### src/rtl/ecc_pkg.sv
// ----------------------------------------------------------------------------
// ecc_pkg
// Shared definitions for the 8-bit SECDED channel (Hamming(12,8) plus an
// overall parity bit, 13-bit codeword). Used by the receive-side decoder and
// by the transmit-side encoder.
//
// Codeword layout:
//   bit 0            overall parity (XOR of all 13 bits is 0)
//   bits 1,2,4,8     Hamming check bits
//   bits 3,5,6,7,9,10,11,12  data bits d0..d7
//
// Contents: width constants, codeword/data/syndrome types, the error-class
// enum, and helper functions for syndrome, parity, correction, data
// extraction and encoding.
// ----------------------------------------------------------------------------
package ecc_pkg;

    localparam int DATA_WIDTH = 8;
    localparam int ECC_WIDTH  = 5;
    localparam int CODE_WIDTH = DATA_WIDTH + ECC_WIDTH;
    localparam int SYN_WIDTH  = 4;

    typedef logic [CODE_WIDTH-1:0] code_t;
    typedef logic [DATA_WIDTH-1:0] data_t;
    typedef logic [SYN_WIDTH-1:0]  syn_t;

    typedef enum logic [1:0] {
        CLEAN  = 2'd0,
        CORR   = 2'd1,
        UNCORR = 2'd2
    } err_class_t;

    // Hamming position of data bit idx.
    function automatic syn_t data_pos(input int unsigned idx);
        syn_t pos;
        case (idx)
            32'd0:   pos = 4'd3;
            32'd1:   pos = 4'd5;
            32'd2:   pos = 4'd6;
            32'd3:   pos = 4'd7;
            32'd4:   pos = 4'd9;
            32'd5:   pos = 4'd10;
            32'd6:   pos = 4'd11;
            32'd7:   pos = 4'd12;
            default: pos = 4'd0;
        endcase
        return pos;
    endfunction

    // Syndrome bit k is the parity of every position whose index has bit k
    // set; check bit 2^k is one of those positions.
    function automatic syn_t calc_syndrome(input code_t code);
        syn_t syn;
        syn_t pos;
        syn = 4'd0;
        for (int k = 0; k < SYN_WIDTH; k++) begin
            for (int i = 1; i < CODE_WIDTH; i++) begin
                pos = syn_t'(i);
                if (pos[k]) begin
                    syn[k] = syn[k] ^ code[i];
                end
            end
        end
        return syn;
    endfunction

    // Overall parity across all 13 bits; 1 means an odd number of flips.
    function automatic logic calc_parity(input code_t code);
        return ^code;
    endfunction

    // Gather the data bits from their Hamming positions.
    function automatic data_t extract_data(input code_t code);
        data_t data;
        data = '0;
        for (int j = 0; j < DATA_WIDTH; j++) begin
            data[j] = code[data_pos(j)];
        end
        return data;
    endfunction

    // Invert the bit at Hamming position syn; syndromes outside 1..12 leave
    // the word untouched.
    function automatic code_t flip_position(input code_t code, input syn_t syn);
        code_t fixed;
        fixed = code;
        if ((syn != 4'd0) && (syn <= 4'(CODE_WIDTH - 1))) begin
            fixed[syn] = ~code[syn];
        end
        return fixed;
    endfunction

    // Map syndrome and overall parity to an error class. An odd flip count
    // with a syndrome pointing past position 12 cannot be a single error.
    function automatic err_class_t classify(input syn_t syn, input logic par);
        err_class_t cls;
        if (!par) begin
            cls = (syn == 4'd0) ? CLEAN : UNCORR;
        end else begin
            cls = (syn <= 4'(CODE_WIDTH - 1)) ? CORR : UNCORR;
        end
        return cls;
    endfunction

    // Build a codeword from data: scatter the data, fill check bits so the
    // syndrome becomes zero, then set overall parity.
    function automatic code_t encode(input data_t data);
        code_t code;
        syn_t  syn;
        code = '0;
        for (int j = 0; j < DATA_WIDTH; j++) begin
            code[data_pos(j)] = data[j];
        end
        syn = calc_syndrome(code);
        for (int k = 0; k < SYN_WIDTH; k++) begin
            code[1 << k] = syn[k];
        end
        code[0] = ^code[CODE_WIDTH-1:1];
        return code;
    endfunction

endpackage

### src/rtl/secded_syndrome.sv
// ----------------------------------------------------------------------------
// secded_syndrome
// Purely combinational syndrome and overall-parity generator for a 13-bit
// SECDED codeword.
//
// Ports:
//   code      in   13  received codeword
//   syndrome  out  4   Hamming syndrome (0 = no Hamming error, 1..12 = position)
//   parity    out  1   XOR of all 13 codeword bits
// ----------------------------------------------------------------------------
module secded_syndrome
    import ecc_pkg::*;
(
    input  logic [CODE_WIDTH-1:0] code,
    output logic [SYN_WIDTH-1:0]  syndrome,
    output logic                  parity
);

    assign syndrome = calc_syndrome(code);
    assign parity   = calc_parity(code);

endmodule

### src/rtl/secded_rx_decoder.sv
// ----------------------------------------------------------------------------
// secded_rx_decoder
// Receive-side SECDED decoder for the 8-bit data channel. Corrects single-bit
// errors, flags double-bit errors and invalid syndromes, and delivers data
// plus flags through a 2-stage stall-all pipeline.
//
// Optional feature macro: ECC_STATS_EN
//   defined   -> saturating corrected/uncorrectable word counters
//   undefined -> counters tied to 0, cnt_clr ignored
//
// Parameters:
//   DATA_WIDTH  payload width (only 8 supported)
//   ECC_WIDTH   check bits (only 5 supported)
//   CNT_WIDTH   statistics counter width
//
// Ports:
//   clk              in   1          clock, rising edge
//   rst              in   1          synchronous active-high reset
//   in_code          in   13         received codeword
//   in_valid         in   1          in_code valid
//   in_ready         out  1          decoder accepts in_code this cycle
//   out_data         out  8          decoded (corrected if possible) data
//   out_valid        out  1          out_data and flags valid
//   out_ready        in   1          downstream accepts this cycle
//   error_detected   out  1          any error found in this word
//   error_corrected  out  1          single error found and corrected
//   corr_count       out  CNT_WIDTH  corrected-word count
//   uncorr_count     out  CNT_WIDTH  uncorrectable-word count
//   cnt_clr          in   1          synchronous counter clear
// ----------------------------------------------------------------------------
module secded_rx_decoder #(
    parameter int DATA_WIDTH = 8,
    parameter int ECC_WIDTH  = 5,
    parameter int CNT_WIDTH  = 16
) (
    input  logic                             clk,
    input  logic                             rst,
    input  logic [DATA_WIDTH+ECC_WIDTH-1:0]  in_code,
    input  logic                             in_valid,
    output logic                             in_ready,
    output logic [DATA_WIDTH-1:0]            out_data,
    output logic                             out_valid,
    input  logic                             out_ready,
    output logic                             error_detected,
    output logic                             error_corrected,
    output logic [CNT_WIDTH-1:0]             corr_count,
    output logic [CNT_WIDTH-1:0]             uncorr_count,
    input  logic                             cnt_clr
);

    import ecc_pkg::*;

    if ((DATA_WIDTH != ecc_pkg::DATA_WIDTH) || (ECC_WIDTH != ecc_pkg::ECC_WIDTH)) begin : g_bad_width
        $error("secded_rx_decoder supports only DATA_WIDTH=8 and ECC_WIDTH=5");
    end

    // Pipeline control
    logic                  advance_s;

    // Stage 1 registers
    logic                  s1_valid_r;
    logic [CODE_WIDTH-1:0] s1_code_r;
    logic [SYN_WIDTH-1:0]  s1_syn_r;
    logic                  s1_par_r;

    // Syndrome of the incoming word
    logic [SYN_WIDTH-1:0]  syn_s;
    logic                  par_s;

    // Stage 2 decode results
    err_class_t            err_class_s;
    logic [DATA_WIDTH-1:0] data_s;
    logic                  det_s;
    logic                  cor_s;

    secded_syndrome u_syndrome (
        .code     (in_code),
        .syndrome (syn_s),
        .parity   (par_s)
    );

    // Stall-all: every stage moves together whenever the output slot is free
    // or being drained, so a bubble in stage 1 is overwritten rather than held.
    assign advance_s = out_ready | ~out_valid;
    assign in_ready  = rst | advance_s;

    // Stage 1: capture codeword, syndrome and parity
    always_ff @(posedge clk) begin
        if (rst) begin
            s1_valid_r <= 1'b0;
            s1_code_r  <= '0;
            s1_syn_r   <= '0;
            s1_par_r   <= 1'b0;
        end else if (advance_s) begin
            s1_valid_r <= in_valid;
            s1_code_r  <= in_code;
            s1_syn_r   <= syn_s;
            s1_par_r   <= par_s;
        end
    end

    // Classify the stage-1 word and form the corrected data and flags
    always_comb begin
        err_class_s = classify(s1_syn_r, s1_par_r);
        data_s      = extract_data(s1_code_r);
        det_s       = 1'b0;
        cor_s       = 1'b0;
        case (err_class_s)
            CLEAN: begin
                det_s = 1'b0;
                cor_s = 1'b0;
            end
            CORR: begin
                // Syndrome 0 with odd parity is the parity bit itself; the
                // flip helper leaves the data positions alone in that case.
                data_s = extract_data(flip_position(s1_code_r, s1_syn_r));
                det_s  = 1'b1;
                cor_s  = 1'b1;
            end
            UNCORR: begin
                det_s = 1'b1;
                cor_s = 1'b0;
            end
            default: begin
                det_s = 1'b1;
                cor_s = 1'b0;
            end
        endcase
    end

    // Stage 2: output registers, held while the consumer stalls
    always_ff @(posedge clk) begin
        if (rst) begin
            out_valid       <= 1'b0;
            out_data        <= '0;
            error_detected  <= 1'b0;
            error_corrected <= 1'b0;
        end else if (advance_s) begin
            out_valid       <= s1_valid_r;
            out_data        <= data_s;
            error_detected  <= det_s;
            error_corrected <= cor_s;
        end
    end

`ifdef ECC_STATS_EN
    logic                 out_fire_s;
    logic [CNT_WIDTH-1:0] corr_cnt_r;
    logic [CNT_WIDTH-1:0] uncorr_cnt_r;

    assign out_fire_s = out_valid & out_ready;

    // Saturating statistics counters; clear takes priority over a count
    always_ff @(posedge clk) begin
        if (rst) begin
            corr_cnt_r   <= '0;
            uncorr_cnt_r <= '0;
        end else if (cnt_clr) begin
            corr_cnt_r   <= '0;
            uncorr_cnt_r <= '0;
        end else if (out_fire_s) begin
            if (error_corrected && (corr_cnt_r != '1)) begin
                corr_cnt_r <= corr_cnt_r + CNT_WIDTH'(1);
            end
            if (error_detected && !error_corrected && (uncorr_cnt_r != '1)) begin
                uncorr_cnt_r <= uncorr_cnt_r + CNT_WIDTH'(1);
            end
        end
    end

    assign corr_count   = corr_cnt_r;
    assign uncorr_count = uncorr_cnt_r;
`else
    logic unused_cnt_clr_s;

    assign unused_cnt_clr_s = cnt_clr;
    assign corr_count       = '0;
    assign uncorr_count     = '0;
`endif

endmodule
### config.mk
export PLATFORM = sky130hd
export DESIGN_NAME = secded_rx_decoder
export DESIGN_NICKNAME = d
export VERILOG_FILES = /design/src/rtl/ecc_pkg.sv /design/src/rtl/secded_syndrome.sv /design/src/rtl/secded_rx_decoder.sv
export SDC_FILE = /design/constraint.sdc
export NUM_CORES = 1
export LEC_CHECK = 0
export CAP_MARGIN = 30
export CORE_ASPECT_RATIO = 2
export CORE_MARGIN = 10
export CORE_UTILIZATION = 40
export CTS_CLUSTER_DIAMETER = 40
export DETAILED_ROUTE_END_ITERATION = 12
export DONT_BUFFER_PORTS = 1
export PLACE_DENSITY = 0.55
export SYNTH_ARGS = -nofsm -noshare
export SYNTH_HDL_FRONTEND = slang
export SYNTH_SLANG_ARGS = --single-unit
### constraint.sdc
create_clock -name clk -period 1.4 [get_ports clk]
set_input_delay 0.28 -clock clk [delete_from_list [all_inputs] [get_ports clk]]
set_output_delay 0.28 -clock clk [all_outputs]
set_load 0.02 [all_outputs]
# ---- Yosys cells after proc, flatten, opt, wreduce, memory -nomap -nowiden
# Index checks and enable logic that the tools add are counted.
# Widths: inputs -> output; s select.
dict set report classes {
  n_bitwise 22
  reduce_logical 6
  magnitude_cmp 11
  muxes 37
  eq_ne 1
}
# operator n
set op_table {}
lappend op_table {{$lt 4x5->1 const B} 9}
lappend op_table {{$bmux 1 s4} 9}
lappend op_table {{$mux 4} 8}
lappend op_table {{$mux 13} 2}
lappend op_table {{$xor 1x1->1} 18}
lappend op_table {{$bwmux 13} 1}
lappend op_table {{$reduce_xor 13->1} 1}
lappend op_table {{$mux 1} 12}
lappend op_table {{$mux 8} 1}
lappend op_table {{$mux 2} 3}
lappend op_table {{$demux 1 s4} 1}
lappend op_table {{$ge 4x1->1 const B} 1}
lappend op_table {{$le 4x4->1 const B} 1}
lappend op_table {{$logic_not 4->1} 1}
lappend op_table {{$reduce_bool 4->1} 1}
lappend op_table {{$eq 2x1->1 const B} 1}
lappend op_table {{$logic_and 1x1->1} 2}
lappend op_table {{$logic_not 2->1} 1}
lappend op_table {{$not 1->1} 2}
lappend op_table {{$or 1x1->1} 2}
dict set report word_totals {
  wordCells 85
  ff_bits 30
  inputBits 18
  out_inout_bits 44
}

# ---- Longest topological paths before layout
dict set report depth {
  ltp_word 10
  depth_mapped 5
  mapped_depth_nobuf 4
}

# ---- Hierarchy
# From an unflattened synthesis, not the netlist that was laid out.
dict set report hier_totals {
  hier_cells 181
  hier_area_um2 1466.4
}
# module cells_per_inst n_inst seq_area_each_um2 area_per_inst_um2
set modules_own_cells {}
lappend modules_own_cells {secded_rx_decoder 161 1 500.5 1268.7}
lappend modules_own_cells {secded_syndrome 20 1 0.0 197.7}

# ---- Worst setup path after synthesis
# Ideal clock, no wire load.
dict set report synth_timing {
  path_kind {input-to-reg}
  start {input port in_code[8]}
  end {register s1_par_r}
  setup_slack_ps -18
  t_required_ps 1316
  setup_time_ps 84
  n_path_buf 0
  stages 4
  t_arrival_ps 1333
  path_cell_list {xnor3_1 -> xnor2_2 -> xnor3_1 -> o31ai_2}
}
dict set report synth_between {
  elab_chain_len 1
}
# element line_no
set synth_lines {}
lappend synth_lines {{start: declaration} secded_rx_decoder.sv:38} ;# input logic [DATA_WIDTH+ECC_WIDTH-1:0] in_code,
lappend synth_lines {{$reduce_xor 13->1} ecc_pkg.sv:69} ;# return ^code;
lappend synth_lines {{end signal: assignment} secded_rx_decoder.sv:98} ;# s1_par_r <= par_s;
lappend synth_lines {{end: declaration} secded_rx_decoder.sv:64} ;# logic s1_par_r;
# Every way passes these cells.
# A chain may end at the register's enable or synchronous reset.

# ---- Final worst setup path
dict set report layout_timing {
  start {register s1_par_r}
  end {register out_data[5]}
}
dict set report layout_between {
  elab_chain_len 3
}
# element line_no
set layout_lines {}
lappend layout_lines {{$mux 2} ecc_pkg.sv:97} ;# if (!par) begin
lappend layout_lines {{$eq 2x1->1} -}
lappend layout_lines {{$mux 8} secded_rx_decoder.sv:108} ;# case (err_class_s)
lappend layout_lines {{end signal: assignment} secded_rx_decoder.sv:140} ;# out_data <= data_s;
lappend layout_lines {{end: declaration} secded_rx_decoder.sv:41} ;# output logic [DATA_WIDTH-1:0] out_data,
# Every way passes these cells.

==> run metrics <==
outcome=complete, no violations; Detailed Route Iter0 Violations=24; die area=6660 um^2; syn_area_per_cell=8.37 um^2; RSZ-0062 raised after global routing=false; Vias per Instance=4.61; largest net degree at the start of global routing=34; EDFF count, synth=0; CTS tree=done; register area share after synthesis=34.0%; worst hold stages=1; maximum fanout along the worst path=6; Final ANT Viol Nets=0; Power Density=1170 nW/um^2; initial antenna violation count=0; Worst R2R Setup Slack=0.10 ns; Peak Freq=0.770 GHz; FILL cells=395; MaxCap Viol Count=0; Clock Pin Slew Worst Setup and Hold Paths=0.08 ns; # Post-CTS Setup Buffers=0; cell taking the most area after synthesis=dfxtp_1; Arr. time, crit path=1.48 ns; Final Skew=0.00111 ns; worst hold path type=in2reg; max-slew violations=0; Startpoint Class=flop; ys flop type=dfxtp_1; CP Capture Type=flop; post-route cell area=1500 um^2; gr ovfl total=0; leakage power=0.620 nW; via count=1046; flops & latches, synth=25; Post-Syn Instances=176; final hold vios=0; Critical Path RT=1.58 ns; DRC Markers=0; critical path class=reg2reg; post-synth top area share=34.0%; chip height=106 um; Port-buffer cells=0; clock power share=23.9%; crit path time final=1.30 ns; Sum Neg Setup Slack=0 ns; core box area=3610 um^2; layout cell share with drive strength beyond 1=7.87%; vias in the first global route=1017; diodes inserted=0; Routed WL=3230 um; Reg2Reg Depth=3; setup violators final=0; clock sinks=25; first-pass GRT wire length=4920 um; H-tree depth=1; sequential share of power=50.9%; clk buf depth=2; Peak VDD IR=639 uV; switch share=31.7%; Post-DP HPWL=2680 um; Post-synth top cells=32 x buf_4, 25 x dfxtp_1, 24 x nand2_1; clock root buffer=clkbuf_8; Cell Area, Placed=1450 um^2; Boundary Pins=62; yosys warns=0; Placer Congestion=0.789; Psw=556 uW; drt pass-1 iters=3; area of the multi-input gates=816 um^2; DIE WIDTH=62.9 um; Tcrit/Tclk final=92.7%; Initial Util=40.9%; # nets final=197; num rows=31; fin util=41.5%; drt wl/cell=14.2 um; top area cells in the synthesized netlist=dfxtp_1 34%, buf_4 16%, xnor2_1 8.3%; synth-to-layout area growth=1.53%; FFs w/ async S/R, synth=0%; CTS Buf Count=3; Int Pwr=1.20 mW; cell with the most instances after synthesis=buf_4; sequential cell area=502 um^2; count of cell types in the netlist=23; Comb pwr share=25.2%; clk_lat worst skew=0.26 ns; Total GRT Usage=9.10%; Synth Cell Area=1470 um^2
[area by class of cell]
type	count	area share [%]
timing repair buffer	8	4.85
tap	49	4.10
multi-input combinational	141	54.5
sequential	25	33.5
clock buffer	4	3.01
[worst max-delay path, stage by stage (launching register included)]
cell and delay (ns):
dfxtp_1 0.40, nand3b_1 0.17, or3_1 0.38, a311oi_1 0.26
[flip-flops by register name, indices dropped and copies added, names as in the netlist]
name and flops:
out_data 8, s1_code_r 8, out_valid 1, s1_syn_r 4, error_corrected 1, s1_valid_r 1
s1_par_r 1, error_detected 1
[power groups by stage]
stage          clock network [mW]  registers [mW]  logic [mW]
3_3_place_gp                    0           0.906       0.431
5_1_grt                     0.460           0.902       0.483
2_1_floorplan                   0           0.894       0.426
6_report                    0.419           0.891       0.442
3_5_place_dp                    0           0.910       0.441
4_1_cts                     0.439           0.893       0.442
[final timing paths]
check,startpoint,endpoint
setup / recovery,s1_par_r$_SDFFE_PP0P_,out_data[5]$_SDFFE_PP0P_
hold / removal,rst,s1_code_r[12]$_SDFFE_PP0P_
setup reg to reg,s1_par_r$_SDFFE_PP0P_,out_data[5]$_SDFFE_PP0P_
hold reg to reg,s1_valid_r$_SDFFE_PP0P_,s1_valid_r$_SDFFE_PP0P_
[cell usage in the layout (no fill, tap or decap), types with 3 or more instances in the layout]
cell type and n:
conb_1 32, nand2_1 24, dfxtp_1 24, nor2_1 16, xnor2_1 14, a21oi_1 11
o21ai_0 7, buf_4 7, or3_1 6, a311oi_1 6, nand2b_1 4, a211oi_1 4
xnor3_1 3, nand3b_1 3, xor2_1 3, clkbuf_8 3
[timing repair]
item	CTS	global route
endpoints found under the setup margin	0	2
resized for setup	0	1
hold buffers	0	0
[layer usage]
| layer | part of all wire (%) | vias up | GRT usage [%] |
|---|---|---|---|
| met5 | 0 | - | 0 |
| met4 | 3.1 | 0 | 5.31 |
| met3 | 5.6 | 6 | 2.76 |
| met2 | 60 | 23 | 18.3 |
| met1 | 32 | 486 | 7.18 |
| li1 | - | 531 | - |
[logic make-up (layout without fill, tap and decap cells)]
family / after synthesis / after routing / synth area share [%]
DFF: 25 / 25 / 34.0
other: 1 / 32 / 0.254
buffers and inverters: 41 / 12 / 18.6
and+or+nand+nor: 57 / 57 / 17.8
xor gates and xnor gates: 21 / 21 / 15.8
AOI/OAI and AO/OA: 31 / 31 / 13.6
[stage by stage]
| stage | hold slack [ns] | setup WS, ns | cells | power, mW |
|---|---|---|---|---|
| global placement | 0.354 | 0.0322 | 223 | 1.34 |
| detailed placement | 0.356 | 0.00835 | 223 | 1.35 |
| global route | 0.0558 | 0.00872 | 227 | 1.85 |
| floorplan | 0.420 | 0.0646 | 207 | 1.32 |
| CTS | 0.0620 | 0.0705 | 227 | 1.77 |
| finish | 0.0751 | 0.102 | 227 | 1.75 |
No activity file was read; power rests on OpenSTA's default activity.
